$ cat src/rtl/phase_sync_rx.sv
// Clocked receiver for the dual-rail PH0/PH1/PH2 phase ring.
// Synchronises each phase token, returns a four-phase acknowledge per phase,
// checks phase order, counts completed rounds and watches for a stalled ring.
//
// Handshake (per phase i): the ring drives a data codeword (01/10) on ph_i,
// this block raises ack_ph_i one cycle after the synchronised codeword is
// seen (only while ack_en=1), the ring returns ph_i to null (00), and
// ack_ph_i falls one cycle after the synchronised null is seen, regardless of
// ack_en. The codeword 11 is never acknowledged.
module phase_sync_rx #(
  parameter int SYNC_STAGES = 2,
  parameter int CNT_W       = 16,
  parameter int TIMEOUT     = 1024
) (
  input  logic             clk,
  input  logic             rst_n,
  input  logic [1:0]       ph0,
  input  logic [1:0]       ph1,
  input  logic [1:0]       ph2,
  input  logic             ack_en,
  input  logic             clr,
  output logic             ack_ph0,
  output logic             ack_ph1,
  output logic             ack_ph2,
  output logic             cap_valid,
  output logic [1:0]       cap_idx,
  output logic             cap_bit,
  output logic [CNT_W-1:0] round_cnt,
  output logic             err_order,
  output logic             err_illegal,
  output logic             stall,
  // {expected index[1:0], channel state PH2, PH1, PH0} for trace and checkers
  output logic [4:0]       dbg_state
);

  localparam logic [0:0] WAIT_DATA = 1'b0;
  localparam logic [0:0] ACKED     = 1'b1;

  localparam int TO_W = (TIMEOUT > 2) ? $clog2(TIMEOUT) : 1;
  localparam logic [TO_W-1:0] TO_MAX = TO_W'(TIMEOUT - 1);

  // Raw inputs gathered into an array so the channels are handled uniformly
  logic [1:0] ph_in [3];
  assign ph_in[0] = ph0;
  assign ph_in[1] = ph1;
  assign ph_in[2] = ph2;

  logic [1:0] sync_q [3][SYNC_STAGES];
  logic [1:0] s_ph   [3];

  logic [0:0] state_q [3];
  logic [0:0] state_d [3];
  logic [2:0] cap;
  logic [2:0] illegal;

  logic [1:0]       exp_q, exp_d;
  logic             cap_valid_q;
  logic [1:0]       cap_idx_q, cap_idx_d;
  logic             cap_bit_q, cap_bit_d;
  logic [CNT_W-1:0] round_q, round_d;
  logic             err_order_q, err_order_d;
  logic             err_illegal_q, err_illegal_d;
  logic             stall_q, stall_d;
  logic [TO_W-1:0]  to_cnt_q, to_cnt_d;

  logic       any_cap;
  logic       multi_cap;
  logic [1:0] hi_idx;
  logic       hi_bit;
  logic       in_order;
  logic       round_inc;

  // Next phase index in the ring, wrapping PH2 back to PH0
  function automatic logic [1:0] next_idx(input logic [1:0] i);
    return (i == 2'd2) ? 2'd0 : i + 2'd1;
  endfunction

  // Input synchroniser chains, one per phase, cleared to null in reset
  always_ff @(posedge clk or negedge rst_n) begin
    if (!rst_n) begin
      for (int c = 0; c < 3; c++) begin
        for (int s = 0; s < SYNC_STAGES; s++) begin
          sync_q[c][s] <= 2'b00;
        end
      end
    end else begin
      for (int c = 0; c < 3; c++) begin
        sync_q[c][0] <= ph_in[c];
        for (int s = 1; s < SYNC_STAGES; s++) begin
          sync_q[c][s] <= sync_q[c][s-1];
        end
      end
    end
  end

  always_comb begin
    for (int c = 0; c < 3; c++) begin
      s_ph[c] = sync_q[c][SYNC_STAGES-1];
    end
  end

  // Per-channel handshake FSM: capture on data (gated by ack_en), release on null
  always_comb begin
    for (int c = 0; c < 3; c++) begin
      state_d[c] = state_q[c];
      cap[c]     = 1'b0;
      illegal[c] = (s_ph[c] == 2'b11);
      if (state_q[c] == WAIT_DATA) begin
        if ((s_ph[c] == 2'b01 || s_ph[c] == 2'b10) && ack_en) begin
          cap[c]     = 1'b1;
          state_d[c] = ACKED;
        end
      end else begin
        if (s_ph[c] == 2'b00) begin
          state_d[c] = WAIT_DATA;
        end
      end
    end
  end

  // Channel state registers; the ack outputs are these states directly
  always_ff @(posedge clk or negedge rst_n) begin
    if (!rst_n) begin
      for (int c = 0; c < 3; c++) begin
        state_q[c] <= WAIT_DATA;
      end
    end else begin
      for (int c = 0; c < 3; c++) begin
        state_q[c] <= state_d[c];
      end
    end
  end

  // Capture decode: highest-index winner, order check and round detection
  always_comb begin
    any_cap   = |cap;
    multi_cap = (cap[0] & cap[1]) | (cap[0] & cap[2]) | (cap[1] & cap[2]);
    hi_idx    = 2'd0;
    hi_bit    = s_ph[0][1];
    if (cap[2]) begin
      hi_idx = 2'd2;
      hi_bit = s_ph[2][1];
    end else if (cap[1]) begin
      hi_idx = 2'd1;
      hi_bit = s_ph[1][1];
    end
    in_order  = any_cap && !multi_cap && (hi_idx == exp_q);
    round_inc = in_order && (hi_idx == 2'd2);
    // In order, hi_idx equals exp, so both cases advance past hi_idx
    exp_d     = any_cap ? next_idx(hi_idx) : exp_q;
    cap_idx_d = any_cap ? hi_idx : cap_idx_q;
    cap_bit_d = any_cap ? hi_bit : cap_bit_q;
  end

  // Sticky flags, round counter and idle timer; a set beats clr
  always_comb begin
    round_d = clr ? '0 : round_q;
    if (round_inc) begin
      round_d = round_d + 1'b1;
    end

    err_order_d = err_order_q & ~clr;
    if (any_cap && !in_order) begin
      err_order_d = 1'b1;
    end

    err_illegal_d = err_illegal_q & ~clr;
    if (|illegal) begin
      err_illegal_d = 1'b1;
    end

    if (any_cap || clr) begin
      to_cnt_d = '0;
    end else if (to_cnt_q == TO_MAX) begin
      to_cnt_d = to_cnt_q;
    end else begin
      to_cnt_d = to_cnt_q + 1'b1;
    end

    stall_d = stall_q & ~clr;
    if (to_cnt_d == TO_MAX) begin
      stall_d = 1'b1;
    end
  end

  // Capture report, order tracking and status registers
  always_ff @(posedge clk or negedge rst_n) begin
    if (!rst_n) begin
      exp_q         <= 2'd0;
      cap_valid_q   <= 1'b0;
      cap_idx_q     <= 2'd0;
      cap_bit_q     <= 1'b0;
      round_q       <= '0;
      err_order_q   <= 1'b0;
      err_illegal_q <= 1'b0;
      stall_q       <= 1'b0;
      to_cnt_q      <= '0;
    end else begin
      exp_q         <= exp_d;
      cap_valid_q   <= any_cap;
      cap_idx_q     <= cap_idx_d;
      cap_bit_q     <= cap_bit_d;
      round_q       <= round_d;
      err_order_q   <= err_order_d;
      err_illegal_q <= err_illegal_d;
      stall_q       <= stall_d;
      to_cnt_q      <= to_cnt_d;
    end
  end

  assign ack_ph0     = (state_q[0] == ACKED);
  assign ack_ph1     = (state_q[1] == ACKED);
  assign ack_ph2     = (state_q[2] == ACKED);
  assign cap_valid   = cap_valid_q;
  assign cap_idx     = cap_idx_q;
  assign cap_bit     = cap_bit_q;
  assign round_cnt   = round_q;
  assign err_order   = err_order_q;
  assign err_illegal = err_illegal_q;
  assign stall       = stall_q;
  assign dbg_state   = {exp_q, state_q[2], state_q[1], state_q[0]};

endmodule

$ cat config.mk
export PLATFORM = sky130hd
export DESIGN_NAME = phase_sync_rx
export DESIGN_NICKNAME = d
export VERILOG_FILES = /design/src/rtl/phase_sync_rx.sv
export SDC_FILE = /design/constraint.sdc
export NUM_CORES = 1
export LEC_CHECK = 0
export ABC_CLOCK_PERIOD_IN_PS = 5500
export CAP_MARGIN = 40
export CORE_MARGIN = 2
export CORE_UTILIZATION = 56
export CTS_BUF_LIST = sky130_fd_sc_hd__clkbuf_16
export CTS_CLUSTER_SIZE = 28
export DETAILED_ROUTE_END_ITERATION = 12
export GPL_TIMING_DRIVEN = 0
export PLACE_DENSITY = 0.84
export SYNTH_ARGS = -nofsm -noshare
export SYNTH_HDL_FRONTEND = slang
export SYNTH_SLANG_ARGS = --single-unit
$ cat constraint.sdc
create_clock -name clk -period 5.5 [get_ports clk]
set_input_delay 1.1 -clock clk [delete_from_list [all_inputs] [get_ports clk]]
set_output_delay 1.1 -clock clk [all_outputs]
set_load 0.005 [all_outputs]
== Word level (Yosys, flattened, before mapping) ==
Index checks and enable logic that the tools add are counted.

* Logic and storage cells: 85
* Register bits: 50

* Add/subtract/negate cells: 3
* Equal/unequal tests: 13
* Reductions and logical operators: 18
* Bitwise operators: 9
* Multiplexer cells: 24

{| class="wikitable"
|+ Operators by type and width
! kind !! number
|-
| $mux W16 || 2
|-
| $eq A10 B10 Y1 const B || 2
|-
| $mux W10 || 2
|-
| $mux W1 || 18
|-
| $add A16 B1 Y16 const B || 1
|-
| $eq A2 B2 Y1 const B || 7
|-
| $add A10 B1 Y10 const B || 1
|-
| $logic_and A1 B1 Y1 || 7
|-
| $and A1 B1 Y1 || 6
|-
| $eq A2 B1 Y1 const B || 3
|-
| $logic_not A2 Y1 || 3
|-
| $reduce_or A3 Y1 || 2
|-
| $logic_or A1 B1 Y1 || 4
|-
| $mux W2 || 2
|-
| $add A2 B1 Y2 const B || 1
|-
| $eq A2 B2 Y1 || 1
|-
| $logic_not A1 Y1 || 2
|-
| $or A1 B1 Y1 || 2
|-
| $not A1 Y1 || 1
|}

== Logic depth before layout (Yosys ltp) ==
Gate-level depths: netlist of the first run.

* Word-level depth: 14
* Depth in mapped cells: 8
* Depth with buffers taken out: 7

== Worst setup path after synthesis of the first run ==
No wires, ideal clock.

* Path type: input to register
* Start: in ack_en
* End: reg round_q[10], in the netlist round_cnt[10]
* Path buffers: 2
* Library setup time: 78 ps
* Required time: 5422 ps
* Cell stages on the path: 7
* Arrival: 2309 ps
* Setup slack: 3113 ps
* Path through: buf_4 > and3b_2 > and3_1 > buf_6 > nand4_4 > or3_1 > a21oi_1

* Longest elaborated chain between the ends: 11
* Elaborated cells between the ends (all ways): 24
* Classes of those cells: 2 x eq/ne; 9 x mux; 5 x bitwise; 8 x reduce/logical

{| class="wikitable"
|+ RTL lines
! what !! RTL line !! source
|-
| from (decl) || 20 || <nowiki>input logic ack_en,</nowiki>
|-
| $logic_and A1 B1 Y1 || 109 || <nowiki>if ((s_ph[c] == 2'b01 || s_ph[c] == 2'b10) && ack_en) begin</nowiki>
|-
| $mux W1 || 109 ||
|-
| $mux W1 || 108 || <nowiki>if (state_q[c] == WAIT_DATA) begin</nowiki>
|-
| $and A1 B1 Y1 || 137 || <nowiki>multi_cap = (cap[0] & cap[1]) | (cap[0] & cap[2]) | (cap[1] & cap[2]);</nowiki>
|-
| $or A1 B1 Y1 (2 in series) || 137 ||
|-
| $logic_not A1 Y1 || 147 || <nowiki>in_order = any_cap && !multi_cap && (hi_idx == exp_q);</nowiki>
|-
| $logic_and A1 B1 Y1 (2 in series) || 147 ||
|-
| $logic_and A1 B1 Y1 * || 148 || <nowiki>round_inc = in_order && (hi_idx == 2'd2);</nowiki>
|-
| $mux W16 * || 158 || <nowiki>if (round_inc) begin</nowiki>
|-
| net round_d[10] || 60 || <nowiki>logic [CNT_W-1:0] round_q, round_d;</nowiki>
|-
| to (signal assigned) || 203 || <nowiki>round_q <= round_d;</nowiki>
|-
| to (decl) || 60 ||
|}

Mark *: on every way through the listed nets, which the timed path passes. The rest lies on a longest branch.
A chain may end at the register's enable or synchronous reset.

== Worst setup path after layout of the first run ==
* Start: in clr
* End: reg round_q[14], in the netlist round_cnt[14]

* Longest elaborated chain between the ends: 3

{| class="wikitable"
|+ RTL lines
! what !! RTL line !! source
|-
| from (decl) || 21 || <nowiki>input logic clr,</nowiki>
|-
| $mux W16 * || 157 || <nowiki>round_d = clr ? '0 : round_q;</nowiki>
|-
| $add A16 B1 Y16 || 159 || <nowiki>round_d = round_d + 1'b1;</nowiki>
|-
| $mux W16 * || 158 ||
|-
| net round_d[14] || 60 ||
|}

Marked as above.

==> results.json, run 1 <==
{
  "die_h_um": 69.21,
  "outcome": "finished clean",
  "tightestPinTransition_ns": 0.5565,
  "cp_max_fo": 10,
  "dieArea_mm2": 0.004789,
  "clockBufferDepth": 2,
  "portBuffers": 39,
  "wirelength_mm": 4.954,
  "synth_area_per_cell_um2": 10.05,
  "yosysSeqAreaShare_pct": 51.50,
  "grt_pass1_wl_mm": 8.521,
  "ys_ff_latch": 49,
  "synth_cell_types": 41,
  "instances_no_fill": 335,
  "yosysWarningCount": 0,
  "dr.pass1.iters": 4,
  "skew_ns": 0.005312,
  "std_cell_rows": 23,
  "cts.repair.resized": 0,
  "finalHoldWorstSlack_ns": 0.3473,
  "drc": 0,
  "nNetsFinal": 302,
  "fmax_mhz": 352.4,
  "synth_cells": 237,
  "clkTransAtPathRegs_ns": 0.06,
  "cts_tree": "yes",
  "final_layout_size_suffix_gt1_share_pct": 9.123,
  "ir_drop_mv": 0.3077,
  "place_ws_ns": 2.361,
  "period_needed_ns": 2.838,
  "ant_nets": 0,
  "async_reset_ff_share_pct": 100.0,
  "grt_usage_pct": 22.37,
  "synth_area_mm2": 0.002381,
  "drt-initial-drc-count": 157,
  "p_leak_nw": 1.315,
  "clkLatencyLatePin_ns": 0.29,
  "cp.arrival_ns": 3.05,
  "critPathKind": "primary input to register",
  "syn-num-nets": 255,
  "gp_congestion": 0.8511,
  "hpwl_mm": 3.502,
  "critical_path_required_ns": 5.71,
  "cts-root-buf": "clkbuf_16",
  "drv_slew": 0,
  "coreArea_mm2": 0.004058,
  "power_density_mw_per_mm2": 307.5,
  "n_fill_cell": 302,
  "maxSlewHeadroom_pct": 62.56,
  "cp-end-kind": "register",
  "syn_to_final_growth_pct": 26.85,
  "numCtsBuffers": 5,
  "post_drt_wl_per_cell_um": 14.79,
  "utilization_pct": 74.44,
  "grt_max_degree": 27,
  "ys.flop_type": "dfrtp_1",
  "cts_hold_buf": 0,
  "start_util_pct": 58.68,
  "maxCapViolCount": 0,
  "tns_ns": 0,
  "overflow": 0,
  "clock_sinks": 49,
  "setup_viol": 0,
  "post_cts_buffers": 0,
  "ios": 41,
  "min_path_type": "register to register",
  "h-tree-depth": 2,
  "period_share_pct": 51.60,
  "synth_edf_count": 0,
  "die_x_um": 69.21,
  "rsz0062_at_grt": "false",
  "antennaDiodeCount": 0,
  "vias": 1901,
  "hold_viol": 0,
  "antenna_found_initial": 0,
  "viasPerCell": 5.675,
  "setup_ws_ns": 2.662,
  "grt_pass1_vias": 1829,
  "dp_cells": 327,
  "startpoint_type": "primary input"
}
==> layout by cell type, fill, tap and decap left out, drive strengths merged, types with 9 or more instances in the layout <==
cell           count
nor2              21
inv               21
nand4             11
o21ai             14
dfrtp             49
buf                9
nand2             16
clkdlybuf4s50     38
a21oi             12
==> state kept, by name, indices dropped and copies added, names as in the netlist <==
| signal | count |
|---|---|
| err_order | 1 |
| round_cnt | 16 |
| ack_ph2 | 1 |
| to_cnt_q | 10 |
| cap_bit | 1 |
| sync_q | 6 |
| exp_q | 2 |
| ack_ph1 | 1 |
| ack_ph0 | 1 |
| cap_idx | 1 |
| cap_valid | 1 |
| s_ph | 6 |
| err_illegal | 1 |
| stall | 1 |
==> logic make-up (layout without fill, tap and decap cells) <==
| kind of cell | Yosys count | count (layout) | share of synthesized area (%) |
|---|---|---|---|
| buffers and inverters | 31 | 79 | 6.043 |
| xor gates and xnor gates | 12 | 12 | 4.414 |
| adders and majority gates | 8 | 8 | 4.204 |
| AOI/OAI and AO/OA | 40 | 40 | 10.14 |
| DFF | 49 | 49 | 51.50 |
| muxes | 4 | 4 | 1.787 |
| and+or+nand+nor | 93 | 93 | 21.91 |
==> worst max-delay path: stages <==
cell             delay [ns]
clkdlybuf4s50_1        0.44
clkbuf_1               0.29
nor2b_1                0.26
ha_1                   0.27
nand4_4                0.15
or3_1                  0.38
a21oi_1                0.15
==> metal layers <==
layer,GRT usage [%],vias up,routed length [um]
met1,29.75,936,2212
met4,9.804,0,78
met5,0,-,0
met2,34.19,44,2449
li1,-,915,-
met3,6.541,6,212
==> final timing paths <==
check / slack, ns / to / from / depth (start not counted)
worst min register to register: 0.35 / s_ph[0]$_DFF_PN0_ / sync_q[2]$_DFF_PN0_ / 0
worst min-delay path: 0.35 / s_ph[0]$_DFF_PN0_ / sync_q[2]$_DFF_PN0_ / 0
max in group asynchronous: 4.17 / stall$_DFF_PN0_ / rst_n / 2
worst max-delay path: 2.66 / round_cnt[14]$_DFF_PN0_ / clr / 7
min in group asynchronous: 0.79 / s_ph[4]$_DFF_PN0_ / rst_n / 1
worst max register to register: 3.40 / round_cnt[14]$_DFF_PN0_ / s_ph[1]$_DFF_PN0_ / 8
==> synthesized netlist by cell type, types with 7 or more instances <==
cell type / number / share of area, %
dfrtp_1: 49 / 51
ha_1: 8 / 4.2
nand4_1: 9 / 2.4
nor2_1: 21 / 3.3
nand3_1: 8 / 1.7
inv_1: 21 / 3.3
a21oi_1: 12 / 2.5
nand2_1: 16 / 2.5
or3_1: 8 / 2.1
xnor2_1: 7 / 2.6
o21ai_0: 14 / 2.9
==> per-stage QoR <==
| step | power (W) | cell area [um^2] |
|---|---|---|
| 2_1_floorplan | 0.0004917 | 2381 |
| 3_3_place_gp | 0.0005787 | 2834 |
| 3_5_place_dp | 0.0005848 | 2849 |
| 4_1_cts | 0.0009357 | 3020 |
| 5_1_grt | 0.0009730 | 3020 |
| 6_report | 0.0009288 | 3020 |
==> power breakdown <==
part | switching (W) | internal (W) | total (W)
Combinational | 0.0000715 | 0.0000944 | 0.000166
Clock | 0.000134 | 0.000215 | 0.000350
Sequential | 0.0000255 | 0.000388 | 0.000413
==> final cells by class <==
type	count	area (um^2)	area share (%)
Sequential cell	49	1226	40.60
Multi-Input combinational cell	157	1011	33.47
Timing Repair Buffer	40	405.4	13.42
Clock buffer	5	125.1	4.142
Inverter	21	78.83	2.610
Buffer	10	65.06	2.154
Tap cell	50	62.56	2.071
Clock inverter	3	46.29	1.533
No activity file was read; power rests on OpenSTA's default activity.
==> inputs of run 2 (changes only) <==
ABC_CLOCK_PERIOD_IN_PS = 2900   (was 5500)
CORE_UTILIZATION = 52   (was 56)
PLACE_DENSITY = 0.79   (was 0.84)
clock period = 2.9 ns   (was 5.5 ns; I/O delays follow)
==> run 2 against run 1 <==
Against the previous run:
- hold slack lost 0.18 ns
- cell area shrank 0.50%
- global-route usage is 2.1 points lower
- first-iteration DRC count shrank 39%
- non-clock buffer count stayed put
- count of clock-buffer cells in the layout unchanged
- die area grew 7.2%
- clock power increased by 72%
- sequential power is 91% higher
- combinational power grew 88%
- sequential share of layout area increased by 0.20 points
- largest cell class unchanged
- highest routed layer unchanged
==> results.json, run 2 (synthesis results as in run 1) <==
{
  "outcome": "finished clean",
  "clkTransAtPathRegs_ns": 0.07,
  "clockBufferDepth": 2,
  "min_path_type": "primary input to async pin",
  "critical_path_required_ns": 3.11,
  "nNetsFinal": 302,
  "coreArea_mm2": 0.004384,
  "wirelength_mm": 4.956,
  "overflow": 0,
  "place_ws_ns": 0.2900,
  "die_h_um": 71.67,
  "post_cts_buffers": 0,
  "h-tree-depth": 2,
  "cp.depth": 7,
  "slowest_delay_ns": 0.44,
  "ir_drop_mv": 0.4546,
  "hold_viol": 0,
  "period_needed_ns": 2.323,
  "cts_tree": "yes",
  "rsz0062_at_grt": "false",
  "tns_ns": 0,
  "p_leak_nw": 1.312,
  "dp_cells": 329,
  "grt_max_degree": 38,
  "maxCapViolCount": 0,
  "skew_ns": 0.005821,
  "period_share_pct": 80.09,
  "cp-end-kind": "register",
  "vias": 1881,
  "ios": 41,
  "die_x_um": 71.67,
  "critPathKind": "primary input to register",
  "startpoint_type": "primary input",
  "reg2reg_from": "s_ph[4]$_DFF_PN0_",
  "slowest_stage": "clkdlybuf4s50_1",
  "clkLatencyLatePin_ns": 0.29,
  "cts_hold_buf": 0,
  "syn_to_final_growth_pct": 26.22,
  "gp_congestion": 0.8073,
  "drt-initial-drc-count": 96,
  "hpwl_mm": 3.502,
  "final_layout_size_suffix_gt1_share_pct": 9.123,
  "drv_slew": 0,
  "viasPerCell": 5.582,
  "path_buf_inv": 2,
  "grt_pass1_vias": 1805,
  "clock_sinks": 49,
  "grt_pass1_wl_mm": 8.114,
  "drc": 0,
  "dieArea_mm2": 0.005136,
  "start_util_pct": 54.31,
  "setup_ws_ns": 0.5773,
  "instances_no_fill": 337,
  "reg2regPathDepth": 7,
  "fmax_mhz": 430.5,
  "setup_viol": 0,
  "tightestPinTransition_ns": 0.5379,
  "numCtsBuffers": 5,
  "maxSlewHeadroom_pct": 63.97,
  "crit_family": "simple AND/OR/NAND/NOR gates",
  "portBuffers": 39,
  "path_cells": "clkdlybuf4s50_1, clkbuf_1, nor2b_1, ha_1, nand4_4, or3_1, a21oi_1",
  "cts-root-buf": "clkbuf_16",
  "ant_nets": 0,
  "finalHoldWorstSlack_ns": 0.1715,
  "cp_max_fo": 10,
  "final_common_cell": "dfrtp_1",
  "cp.arrival_ns": 2.53,
  "grt_usage_pct": 20.24,
  "antennaDiodeCount": 0,
  "critPathLaunch": "clr",
  "layout_common_cells": "dfrtp_1 (49), clkdlybuf4s50_1 (38), inv_1 (21), nor2_1 (21), nand2_1 (16)",
  "post_drt_wl_per_cell_um": 14.71,
  "cts.repair.resized": 0,
  "power_density_mw_per_mm2": 566.4,
  "std_cell_rows": 24,
  "dr.pass1.iters": 5,
  "largest_reg_flops": 16,
  "antenna_found_initial": 0
}
## run 2: changes by cell type in the layout (fill, tap and decap cells not counted)
cell	delta
inv_6	+2
bufinv_16	-1
clkinv_4	-1
clkinvlp_4	-1
inv_8	+1
## run 2: worst reg2reg max path: stages (launching register included)
cell and delay (ns):
dfrtp_1 0.36, inv_1 0.05, ha_1 0.30, nand3b_1 0.28, and2b_2 0.32, nand4_4 0.19
or3_1 0.39, a21oi_1 0.16
## run 2: cell type report
class / count / area (um^2)
clock inverters: 3 / 28.78
well taps: 52 / 65.06
repair buffers: 40 / 405.4
fillers: 340 / 1379
plain buffers: 10 / 65.06
clock buffers: 5 / 125.1
inverters: 21 / 78.83
flip-flops and latches: 49 / 1226
multi-input cells: 157 / 1011
## run 2: routing by layer
layer	routed length [um]	global-route usage, %	up-vias
li1	-	-	920
met1	2242	26.55	921
met2	2484	34.26	35
met3	187	4.079	5
met4	42	5.660	0
met5	0	0	-
## run 2: power breakdown
| group | leakage [nW] | internal [W] | switching [W] |
|---|---|---|---|
| combinational | 0.599 | 0.000179 | 0.000133 |
| sequential | 0.637 | 0.000735 | 0.0000526 |
| clock | 0.0767 | 0.000332 | 0.000270 |
## run 2: path summary, 6_finish.rpt
check                                                to  slack [ns]
worst max-delay path            round_cnt[12]$_DFF_PN0_        0.58
worst min-delay path              to_cnt_q[6]$_DFF_PN0_        0.17
worst max register to register  round_cnt[12]$_DFF_PN0_        0.79
worst min register to register        s_ph[1]$_DFF_PN0_        0.35
max in group asynchronous       round_cnt[10]$_DFF_PN0_        2.25
min in group clk                      s_ph[1]$_DFF_PN0_        0.35
## run 2: stage by stage
| step | utilization [%] | area (um^2) | total power (W) |
|---|---|---|---|
| floorplan | - | 2381 | 0.0009326 |
| global placement | 64.70 | 2836 | 0.001101 |
| detailed placement | 65.04 | 2851 | 0.001112 |
| CTS | 68.55 | 3005 | 0.001719 |
| global route | 68.55 | 3005 | 0.001787 |
| finish | 68.55 | 3005 | 0.001702 |
==> inputs of run 3 (changes only) <==
ABC_CLOCK_PERIOD_IN_PS = 1900   (was 2900)
CORE_UTILIZATION = 47   (was 52)
PLACE_DENSITY = 0.75   (was 0.79)
clock period = 1.9 ns   (was 2.9 ns; I/O delays follow)
==> run 3 against run 2 <==
Against the previous run:
- cell area rose by 8.9%
- clock power rose by 65%
- first-iteration DRC count fell by 19%
- setup slack got worse by 0.55 ns
- final cell count rose by 7.7%
- non-clock buffer count rose by 10
- total power rose by 62%
- combinational power rose by 76%
- sequential power rose by 54%
==> results.json, run 3 (synthesis results as in run 1) <==
{
  "period_share_pct": 98.67,
  "slowest_stage": "clkdlybuf4s50_1",
  "start_util_pct": 49.43,
  "setup_ws_ns": 0.02530,
  "skew_ns": 0.008087,
  "tightestPinTransition_ns": 0.4976,
  "n_fill_cell": 390,
  "grt_usage_pct": 20.62,
  "clock_sinks": 49,
  "comb_power_share_pct": 20.0,
  "cp.depth": 7,
  "critical_path_required_ns": 2.11,
  "fmax_mhz": 533.4,
  "multi_input_area_mm2": 0.001166,
  "syn_to_final_growth_pct": 37.41,
  "h-tree-depth": 2,
  "slowest_delay_ns": 0.45,
  "p_int_w": 0.002065,
  "p_leak_nw": 1.426,
  "maxSlewHeadroom_pct": 66.82,
  "reg2regPathDepth": 7,
  "path_cells": "clkdlybuf4s50_1, clkbuf_4, nor2b_4, ha_4, nand4_4, or3_1, a21oi_1",
  "clockPowerShare_pct": 36.2,
  "met2_usage_pct": 34.11,
  "clkTransAtPathRegs_ns": 0.07,
  "holdCritStartpoint": "ack_en",
  "drv_slew": 0,
  "period_needed_ns": 1.875,
  "seqCellArea_mm2": 0.001226,
  "gp_congestion": 0.8741,
  "p_sw_share_pct": 25.01,
  "hpwl_mm": 3.481,
  "cts-root-buf": "clkbuf_16",
  "antenna_found_initial": 0,
  "cts_tree": "yes",
  "whs_path_depth": 2,
  "outcome": "finished clean",
  "nNetsFinal": 313,
  "cp-end-kind": "register",
  "rsz0062_at_grt": "true",
  "vias": 1953,
  "place_ws_ns": -0.5160,
  "power_density_mw_per_mm2": 841.5,
  "wirelength_mm": 5.394,
  "hold_viol": 0,
  "critPathLaunch": "clr",
  "overflow": 0,
  "die_x_um": 75.18,
  "min_path_type": "primary input to register",
  "grtUsageMet1_pct": 27.19,
  "std_cell_rows": 25,
  "antennaDiodeCount": 0,
  "drc": 0,
  "dr.pass1.iters": 4,
  "coreArea_mm2": 0.004817,
  "grt_pass1_vias": 1888,
  "busiest_layer": "met2",
  "maxCapViolCount": 0,
  "drt-initial-drc-count": 78,
  "portBuffers": 39,
  "setup_viol": 0,
  "post_drt_wl_per_cell_um": 14.86,
  "p_switching_w": 0.0006886,
  "hold_end": "exp_q[0]$_DFFE_PN0P_",
  "crit_family": "buffers and inverters",
  "path_buf_inv": 2,
  "layout_common_cells": "dfrtp_1 (49), clkdlybuf4s50_1 (38), inv_1 (20), nor2_1 (20)",
  "largest_reg_flops": 16,
  "viasPerCell": 5.380,
  "grt_pass1_wl_mm": 8.845,
  "numCtsBuffers": 5,
  "dieArea_mm2": 0.005651,
  "ir_drop_mv": 0.5766,
  "cp.arrival_ns": 2.08,
  "startpoint_type": "primary input",
  "seqPwrFrac_pct": 43.8,
  "final_common_cell": "dfrtp_1",
  "reg2reg_slack_ns": 0.03,
  "worstReg2RegEnd": "round_cnt[8]$_DFF_PN0_",
  "cp_max_fo": 10,
  "clkLatencyLatePin_ns": 0.29,
  "ant_nets": 0,
  "utilization_pct": 67.92,
  "grt_util_met3_pct": 4.552,
  "critPathKind": "primary input to register",
  "grt_max_degree": 39,
  "ios": 41,
  "clockBufferDepth": 2,
  "die_h_um": 75.18,
  "final_layout_size_suffix_gt1_share_pct": 18.24,
  "reg2reg_from": "s_ph[0]$_DFF_PN0_"
}
==> run 3: changes by cell type in the layout (fill, tap and decap cells not counted), moves of 2 or more <==
cell and delta:
buf_4 +10, ha_1 -3, ha_4 +3, nor4_4 +3, nand2b_1 -2, nor2b_1 -2, nor4_1 -2
==> run 3: repair_timing <==
action	in CTS	in global routing
resized for setup	16	12
hold buffers	1	0
setup endpoints to repair	9	10
buffers inserted	7	3
pin swaps	8	11
cloned	1	0
endpoints found under the hold margin	11	0
==> run 3: per-stage QoR <==
step / TNS (ns) / power [W] / area [um^2] / std cells / hold slack, ns
after global placement: -52.71 / 0.001681 / 2855 / 343 / 0.3334
final: 0 / 0.002753 / 3272 / 363 / 0.3336
after floorplan: 0 / 0.001423 / 2381 / 237 / 0.08441
after CTS: 0 / 0.002756 / 3197 / 361 / 0.3169
after detailed placement: -6.010 / 0.001698 / 2870 / 344 / 0.2840
after global routing: -0.04749 / 0.002883 / 3272 / 363 / 0.3202
==> run 3: cell type report <==
cell class                 count  share of cell area [%]
multi-input combinational    158                   35.64
clock inverter                 3                   1.338
sequential                    49                   37.48
inverter                      21                   2.409
tap                           67                   2.562
clock buffer                   5                   3.824
timing repair buffer          51                   14.99
buffer                         9                   1.759
==> run 3: power groups by stage <==
stage,clock network [W],logic [W],registers (W)
3_5_place_dp,0,0.000476,0.00122
6_report,0.000996,0.000550,0.00121
3_3_place_gp,0,0.000462,0.00122
2_1_floorplan,0,0.000218,0.00121
5_1_grt,0.00107,0.000598,0.00122
4_1_cts,0.00102,0.000530,0.00120
==> run 3: worst max path at each step <==
stage / to / slack, ns
2_1_floorplan: round_cnt[10]$_DFF_PN0_ / 0.07
3_3_place_gp: round_cnt[1]$_DFF_PN0_ / -0.95
3_5_place_dp: round_cnt[12]$_DFF_PN0_ / -0.52
4_1_cts: round_cnt[12]$_DFF_PN0_ / 0.002
5_1_grt: stall$_DFF_PN0_ / -0.02
6_report: round_cnt[8]$_DFF_PN0_ / 0.03
==> run 3: metal layers <==
metal / up-vias / share of wire (%)
li1: 943 / -
met1: 950 / 44
met2: 52 / 50
met3: 8 / 4.4
met4: 0 / 1.5
met5: - / 0
